[src/rtl/led_pkg.sv]
// Shared definitions for the LED flasher.
//   led_state_t   : flasher FSM states (IDLE, ON, OFF)
//   SYSCLOCK_FREQ : default system clock frequency in Hz
//   ms_to_cycles  : milliseconds -> clock cycles at a given frequency
package led_pkg;

  localparam int unsigned SYSCLOCK_FREQ = 100000000;

  typedef enum logic [1:0] {
    IDLE = 2'd0,
    ON   = 2'd1,
    OFF  = 2'd2
  } led_state_t;

  // Truncating integer conversion; the kHz rate is formed first so the
  // product stays well inside 32 bits for the legal 1..1000 ms range.
  function automatic logic [31:0] ms_to_cycles(input int unsigned freq,
                                               input int unsigned ms);
    return 32'((freq / 1000) * ms);
  endfunction

endpackage

[src/rtl/down_timer.sv]
// Loadable down-counter with asynchronous reset.
//   i_clk    : clock
//   i_rst    : asynchronous active-high reset, clears the count
//   i_load   : load i_value into the counter on the next edge
//   i_value  : value to load
//   o_expire : high for the single cycle in which the count equals 1
module down_timer #(
  parameter int W = 32
) (
  input  logic         i_clk,
  input  logic         i_rst,
  input  logic         i_load,
  input  logic [W-1:0] i_value,
  output logic         o_expire
);

  logic [W-1:0] r_count;

  // Counting stops at zero so the timer can never wrap.
  always_ff @(posedge i_clk or posedge i_rst) begin
    if (i_rst) begin
      r_count <= '0;
    end else if (i_load) begin
      r_count <= i_value;
    end else if (r_count != '0) begin
      r_count <= r_count - W'(1);
    end
  end

  assign o_expire = (r_count == W'(1));

endmodule

[src/rtl/led_flasher.sv]
// LED flasher: on start, flashes the LED `count` times (ON_MS on, OFF_MS
// off each), then pulses done for one cycle.
//   clk   : system clock
//   reset : asynchronous active-high reset
//   start : one-cycle request to begin a sequence (ignored while busy)
//   count : number of flashes, sampled only when start is accepted
//   pin   : registered LED drive, ACTIVE level means "LED on"
//   busy  : high while a sequence is running
//   done  : one-cycle pulse in the first idle cycle after a sequence,
//           or one cycle after a start with count == 0
module led_flasher
  import led_pkg::*;
#(
  parameter int unsigned CLK_FREQ = SYSCLOCK_FREQ,
  parameter logic        ACTIVE   = 1'b1,
  parameter int unsigned ON_MS    = 100,
  parameter int unsigned OFF_MS   = 100
) (
  input  logic       clk,
  input  logic       reset,
  input  logic       start,
  input  logic [3:0] count,
  output logic       pin,
  output logic       busy,
  output logic       done
);

  localparam logic [31:0] ON_CYCLES  = ms_to_cycles(CLK_FREQ, ON_MS);
  localparam logic [31:0] OFF_CYCLES = ms_to_cycles(CLK_FREQ, OFF_MS);

  led_state_t  r_state;
  logic [3:0]  r_remaining;
  logic        r_pin;
  logic        r_busy;
  logic        r_done;

  logic        w_accept;
  logic        w_expire;
  logic        w_load;
  logic [31:0] w_load_val;
  logic [3:0]  w_rem_dec;

  // The done cycle is an IDLE cycle, so back-to-back starts need no gap.
  assign w_accept  = (r_state == IDLE) && start && (count != 4'd0);
  assign w_rem_dec = r_remaining - 4'd1;

  // Timer reload points: entering ON (from IDLE or OFF) and entering OFF.
  always_comb begin
    w_load     = 1'b0;
    w_load_val = ON_CYCLES;
    case (r_state)
      IDLE: begin
        if (w_accept) begin
          w_load     = 1'b1;
          w_load_val = ON_CYCLES;
        end
      end
      ON: begin
        if (w_expire) begin
          w_load     = 1'b1;
          w_load_val = OFF_CYCLES;
        end
      end
      OFF: begin
        if (w_expire && (w_rem_dec != 4'd0)) begin
          w_load     = 1'b1;
          w_load_val = ON_CYCLES;
        end
      end
      default: begin
        w_load     = 1'b0;
        w_load_val = ON_CYCLES;
      end
    endcase
  end

  down_timer #(
    .W(32)
  ) u_timer (
    .i_clk    (clk),
    .i_rst    (reset),
    .i_load   (w_load),
    .i_value  (w_load_val),
    .o_expire (w_expire)
  );

  // Outputs are registered alongside the state so each one changes on the
  // same edge as the state it reflects.
  always_ff @(posedge clk or posedge reset) begin
    if (reset) begin
      r_state     <= IDLE;
      r_remaining <= 4'd0;
      r_pin       <= ~ACTIVE;
      r_busy      <= 1'b0;
      r_done      <= 1'b0;
    end else begin
      r_done <= 1'b0;
      case (r_state)
        IDLE: begin
          if (start) begin
            if (count != 4'd0) begin
              r_remaining <= count;
              r_state     <= ON;
              r_pin       <= ACTIVE;
              r_busy      <= 1'b1;
            end else begin
              r_done <= 1'b1;
            end
          end
        end
        ON: begin
          if (w_expire) begin
            r_state <= OFF;
            r_pin   <= ~ACTIVE;
          end
        end
        OFF: begin
          if (w_expire) begin
            r_remaining <= w_rem_dec;
            if (w_rem_dec != 4'd0) begin
              r_state <= ON;
              r_pin   <= ACTIVE;
            end else begin
              r_state <= IDLE;
              r_busy  <= 1'b0;
              r_done  <= 1'b1;
            end
          end
        end
        default: begin
          r_state <= IDLE;
          r_pin   <= ~ACTIVE;
          r_busy  <= 1'b0;
        end
      endcase
    end
  end

  assign pin  = r_pin;
  assign busy = r_busy;
  assign done = r_done;

endmodule

[config.mk]
export PLATFORM = sky130hd
export DESIGN_NAME = led_flasher
export DESIGN_NICKNAME = d
export VERILOG_FILES = /design/src/rtl/led_pkg.sv /design/src/rtl/down_timer.sv /design/src/rtl/led_flasher.sv
export SDC_FILE = /design/constraint.sdc
export NUM_CORES = 1
export LEC_CHECK = 0
export CAP_MARGIN = 20
export CORE_AREA = 2 2 70 72
export CTS_CLUSTER_SIZE = 25
export DETAILED_ROUTE_END_ITERATION = 7
export DIE_AREA = 0 0 72 74
export DONT_BUFFER_PORTS = 1
export HOLD_SLACK_MARGIN = 0.1
export PLACE_DENSITY = 0.66
export SETUP_SLACK_MARGIN = 0.2
export SYNTH_ARGS = -nofsm -noshare
export SYNTH_HDL_FRONTEND = slang
export SYNTH_SLANG_ARGS = --single-unit
export TNS_END_PERCENT = 5
[constraint.sdc]
create_clock -name clk -period 5.5 [get_ports clk]
set_input_delay 1.1 -clock clk [delete_from_list [all_inputs] [get_ports clk]]
set_output_delay 1.1 -clock clk [all_outputs]
set_load 0.005 [all_outputs]
### Yosys cells after proc, flatten, opt, wreduce, memory -nomap -nowiden

Cells that the tools add are included.

| cells by class | value |
|---|---|
| bitwise gates (word level) | 1 |
| muxes and demuxes | 30 |
| equality and inequality tests | 9 |
| add/sub/neg operators | 2 |
| reductions and logical operators | 13 |

Operators by type and width:

| operator | number |
|---|---|
| $mux W32 | 2 |
| $eq A32 B1 Y1 const B | 1 |
| $reduce_bool A32 Y1 | 1 |
| $sub A32 B1 Y32 const B | 1 |
| $mux W1 | 15 |
| $mux W4 | 3 |
| $ne A2 B2 Y1 const B | 5 |
| $reduce_and A5 Y1 | 2 |
| $pmux W1 S3 | 3 |
| $mux W2 | 4 |
| $pmux W4 S2 | 1 |
| $reduce_and A4 Y1 | 2 |
| $reduce_bool A4 Y1 | 2 |
| $pmux W2 S3 | 1 |
| $reduce_bool A2 Y1 | 2 |
| $sub A4 B1 Y4 const B | 1 |
| $logic_and A1 B1 Y1 | 3 |
| $eq A2 B1 Y1 const B | 1 |
| $eq A2 B2 Y1 const B | 1 |
| $logic_not A2 Y1 | 1 |
| $ne A2 B1 Y1 const B | 1 |
| $pmux W1 S2 | 1 |
| $not A1 Y1 | 1 |

| word-level totals | value |
|---|---|
| output and inout port bits | 3 |
| bits of input ports | 7 |
| flip-flop bits (word level) | 41 |
| word-level logic and storage cells | 61 |

### Depth between registers and ports, before layout

| logic depth | value |
|---|---|
| depth after elaboration | 6 |
| mapped depth | 9 |
| gate-level depth less buffers | 7 |

### By module

Synthesis repeated with hierarchy kept, for this count alone.

| unflattened totals | value |
|---|---|
| cells, all modules | 266 |
| area, all modules | 2,533.7 sq um |

By module, submodules not included:

| module | cells an instance | instances | area an instance (sq um) |
|---|---|---|---|
| down_timer | 200 | 1 | 1,934.4 |
| led_flasher | 66 | 1 | 599.3 |

### Worst setup path before layout

OpenSTA, ideal clock, no wires.

| timing | value |
|---|---|
| path type | in2reg |
| start point | in count[0] |
| end point | reg u_timer.r_count[19] |
| cell stages on the path | 6 |
| data required time | 5,376 ps |
| setup slack | 2,875 ps |
| arrival | 2,501 ps |
| cell sequence | or4_1 nand3_1 nand2_1 o22a_1 buf_2 a211o_1 |

| between the ends | value |
|---|---|
| word-level cells in the longest chain between the ends | 5 |
| elaborated cells on any way between the ends | 6 |
| those cells by class | mux: 3; reduce/logical: 3 |

Ends and longest elaborated chain:

| what | line | RTL |
|---|---|---|
| start: declaration | led_flasher.sv:22 | `input logic [3:0] count,` |
| $reduce_bool A4 Y1 * | led_flasher.sv:44 | `assign w_accept = (r_state == IDLE) && start && (count != 4'd0);` |
| $logic_and A1 B1 Y1 * | led_flasher.sv:44 |  |
| $mux W1 * | led_flasher.sv:53 | `if (w_accept) begin` |
| $pmux W1 S3 * | led_flasher.sv:51 | `case (r_state)` |
| $mux W32 or $reduce_bool A2 Y1 (tied branches) | -- |  |
| end signal: assignment | down_timer.sv:24 | `r_count <= i_value;` |
| end signal: assignment | down_timer.sv:26 | `r_count <= r_count - W'(1);` |
| end: declaration | down_timer.sv:17 | `logic [W-1:0] r_count;` |

Mark *: on every way between the ends. The rest lies on a longest branch, timed or not.
A chain may end at the register's enable or synchronous reset.

### Worst setup path after layout

| timing | value |
|---|---|
| start point | in count[0] |
| end point | reg u_timer.r_count[23] |

Same word-level chain as after synthesis.

==> summary.txt <==
Outcome
  • Run status: finished clean

Yosys
  • Compound-gate portion of the synthesized area: 17.6%
  • Leading area contributor after synthesis: dfrtp_1
  • Mapped Cells: 255
  • Mapped Nets: 267
  • Synth Area in Adders: 2.59%
  • Count leader, synth: dfrtp_1
  • Post-Synth XOR/XNOR Area: 4.36%
  • Top cell type's share of synthesized area: 42.5%
  • Post-synth EDFFs: 0
  • Synth Area per Inst: 9.46 um^2
  • Commonest cells in the netlist: dfrtp_1, nor2_1, a21oi_1, nand2_1, o21ai_0
  • YS warnings: 0
  • Seq/Total Area, Yosys: 42.5%
  • Synthesized area: 2410 um^2
  • Simple-Gate Fraction of Synth Area: 30.1%
  • Ranking of synthesized cells by area: dfrtp_1, nor2_1, xnor2_1
  • Main combinational cell family by area after synthesis: simple AND/OR/NAND/NOR gates
  • Mux contribution to synthesized area: 0%
  • Post-synth ARST share: 100%
  • Register bit total from synthesis: 41
  • Primary FF master, synth: dfrtp_1
  • Library cells used by synthesis: 54

Worst setup path
  • Largest stage delay on the critical path: 0.56 ns
  • CP Cell Sequence: or4_1 -> nand3_1 -> nand2_1 -> o22a_1 -> buf_4 -> or3b_1
  • Worst EP arrival: 2.83 ns
  • Crit path launch type: input pin
  • CP required: 5.68 ns
  • Worst-path maximum fanout: 32
  • Critical-path top delay cell: or4_1
  • WS Path Type: in2reg
  • Kind of end point of the critical path: flop

Routing
  • First-pass DRT Iterations: 6
  • ANT nets after route: 0
  • Via-to-Cell Ratio: 6.21
  • Drt initial violations: 116
  • Via count: 1,939
  • # DRC: 0
  • Average wire per standard cell: 16.0 um
  • Routed wire length: 4990 um

Clock network
  • Clk_lat worst skew: 0.31 ns
  • Clock-pin slew on the worst setup and hold paths: 0.09 ns
  • H-Tree Depth: 2
  • Postcts setup bufs: 0
  • Root buf cell: clkbuf_8
  • CTS sink cnt: 41
  • PostCTS Resize Cnt: 0
  • Cts hold-fix bufs: 0
  • Num CTS Buffers: 5
  • CTS tree: built
  • Longest Clk Path Bufs: 2

Place
  • Port Buffers: 0
  • Placed cells: 304
  • Dpl hpwl: 3370 um
  • Routability cong.: 0.821

Global routing
  • First-pass GRT wire length: 8480 um
  • GR Overflow Total: 0
  • Largest net degree at the start of global routing: 42
  • Overall Global Routing Usage: 20.4%
  • Vias in the first global route: 1,841
  • Antenna violations before repair: 0

STA
  • Final Hold Fails: 0
  • Setup_tns: 0 ns
  • RSZ-0062 raised after global routing: false
  • Fin crit share: 48.2%
  • Worst-case clock skew: 0.0109 ns
  • Fmax: 377 MHz
  • Slew HR: 42.4%
  • Worst Hold Slack: 0.541 ns
  • Fin. max-slew vios: 0
  • Tightest Pin Transition: 0.855 ns
  • Final setup vio count: 0
  • Tmin final: 2.65 ns

Layout
  • Ant. Diodes: 0
  • Share of layout cells above drive strength 1: 8.53%
  • # nets final: 269
  • Cell Count, Final, Fillers Out: 312
  • Syn-to-layout area delta: 7.16%
  • Final core occ: 56.2%

Floorplan
  • Starting Density: 52.5%
  • Die Y: 74 um
  • DIE AREA: 5330 um^2
  • Row cnt: 25
  • I/O Pins: 10
  • Core Area: 4600 um^2
  • Die span in x: 72 um

Power and ir drop
  • Power Total: 0.569 mW
  • Leakage Power: 0.918 nW
  • Peak VDD IR: 0.141 mV
  • Power per cell area: 220 nW/um^2

Worst hold path
  • Hold Path Class: reg2reg

Job
  • Max-Cap Viols: 0
[layout by cell type, fill, tap and decap left out, types with 3 or more instances in the layout]
cell type	instances
nand3_1	5
o21ai_0	13
a21oi_1	13
or3_1	12
o31ai_1	3
ha_1	5
or2_2	3
dfrtp_1	41
nand2_1	13
nor3_1	12
a211oi_1	7
nor4b_1	3
xnor2_1	10
nand2b_1	4
or4_1	8
inv_1	9
a211o_1	4
clkbuf_8	6
nand4_1	4
nor4_1	5
nor2_1	27
nor4_4	4
[per-layer routing]
metal	GRT usage (%)	share of wire, %	up-vias
met3	3.39	2.2	9
met1	26.9	49	944
met5	0	0	-
li1	-	-	971
met4	8.60	1.7	0
met2	33.5	47	15
[metrics by stage]
stage               instance area (um^2)  setup WS [ns]
floorplan                           2410           2.88
global placement                    2460           2.60
detailed placement                  2460           2.55
CTS                                 2580           2.87
global route                        2580           2.77
finish                              2580           2.85
[where the power goes]
group	internal, mW	switching [mW]	total [mW]	leakage (nW)
logic	0.000689	0.00574	0.00642	0.443
clock network	0.148	0.114	0.262	0.0574
registers	0.301	0	0.301	0.417
total	0.450	0.120	0.569	0.918
[cell type report]
cell class | count | area, um^2
clock buffers | 6 | 82.6
clock inverters | 2 | 37.5
fillers | 402 | 2010
inverters | 10 | 37.5
multi-input cells | 197 | 1320
flip-flops and latches | 41 | 1030
well taps | 54 | 67.6
repair buffers | 2 | 15.0
[logic make-up (layout without fill, tap and decap cells)]
logic type,Yosys count,count (layout)
flops,41,41
compound gates,63,63
buf+inv,17,20
fa+ha+maj,5,5
xor+xnor,12,12
simple gates,117,117
[sequential cells by signal, summed over array words and instances (netlist names)]
name	count
u_timer.r_count	32
r_remaining	4
r_state	2
busy	1
done	1
pin	1
[final timing paths]
check                                                startpoint                         endpoint  slack [ns]  cells after the start
worst max register to register   u_timer.r_count[0]$_DFFE_PP0P_  u_timer.r_count[27]$_DFFE_PP0P_        2.98                      7
worst min-delay path            u_timer.r_count[19]$_DFFE_PP0P_  u_timer.r_count[19]$_DFFE_PP0P_        0.54                      1
min in group asynchronous                                 reset  u_timer.r_count[10]$_DFFE_PP0P_        0.79                      2
max in group asynchronous                                 reset  u_timer.r_count[27]$_DFFE_PP0P_        4.35                      2
worst max-delay path                                   count[0]  u_timer.r_count[23]$_DFFE_PP0P_        2.85                      6
worst min register to register  u_timer.r_count[19]$_DFFE_PP0P_  u_timer.r_count[19]$_DFFE_PP0P_        0.54                      1
[worst max-delay path, delay by kind of cell]
kind	cells	cell delay, ns
buffers and inverters	1	0.23
and+or+nand+nor	4	1.30
AOI/OAI and AO/OA	1	0.18
No activity file was read; power rests on OpenSTA's default activity.
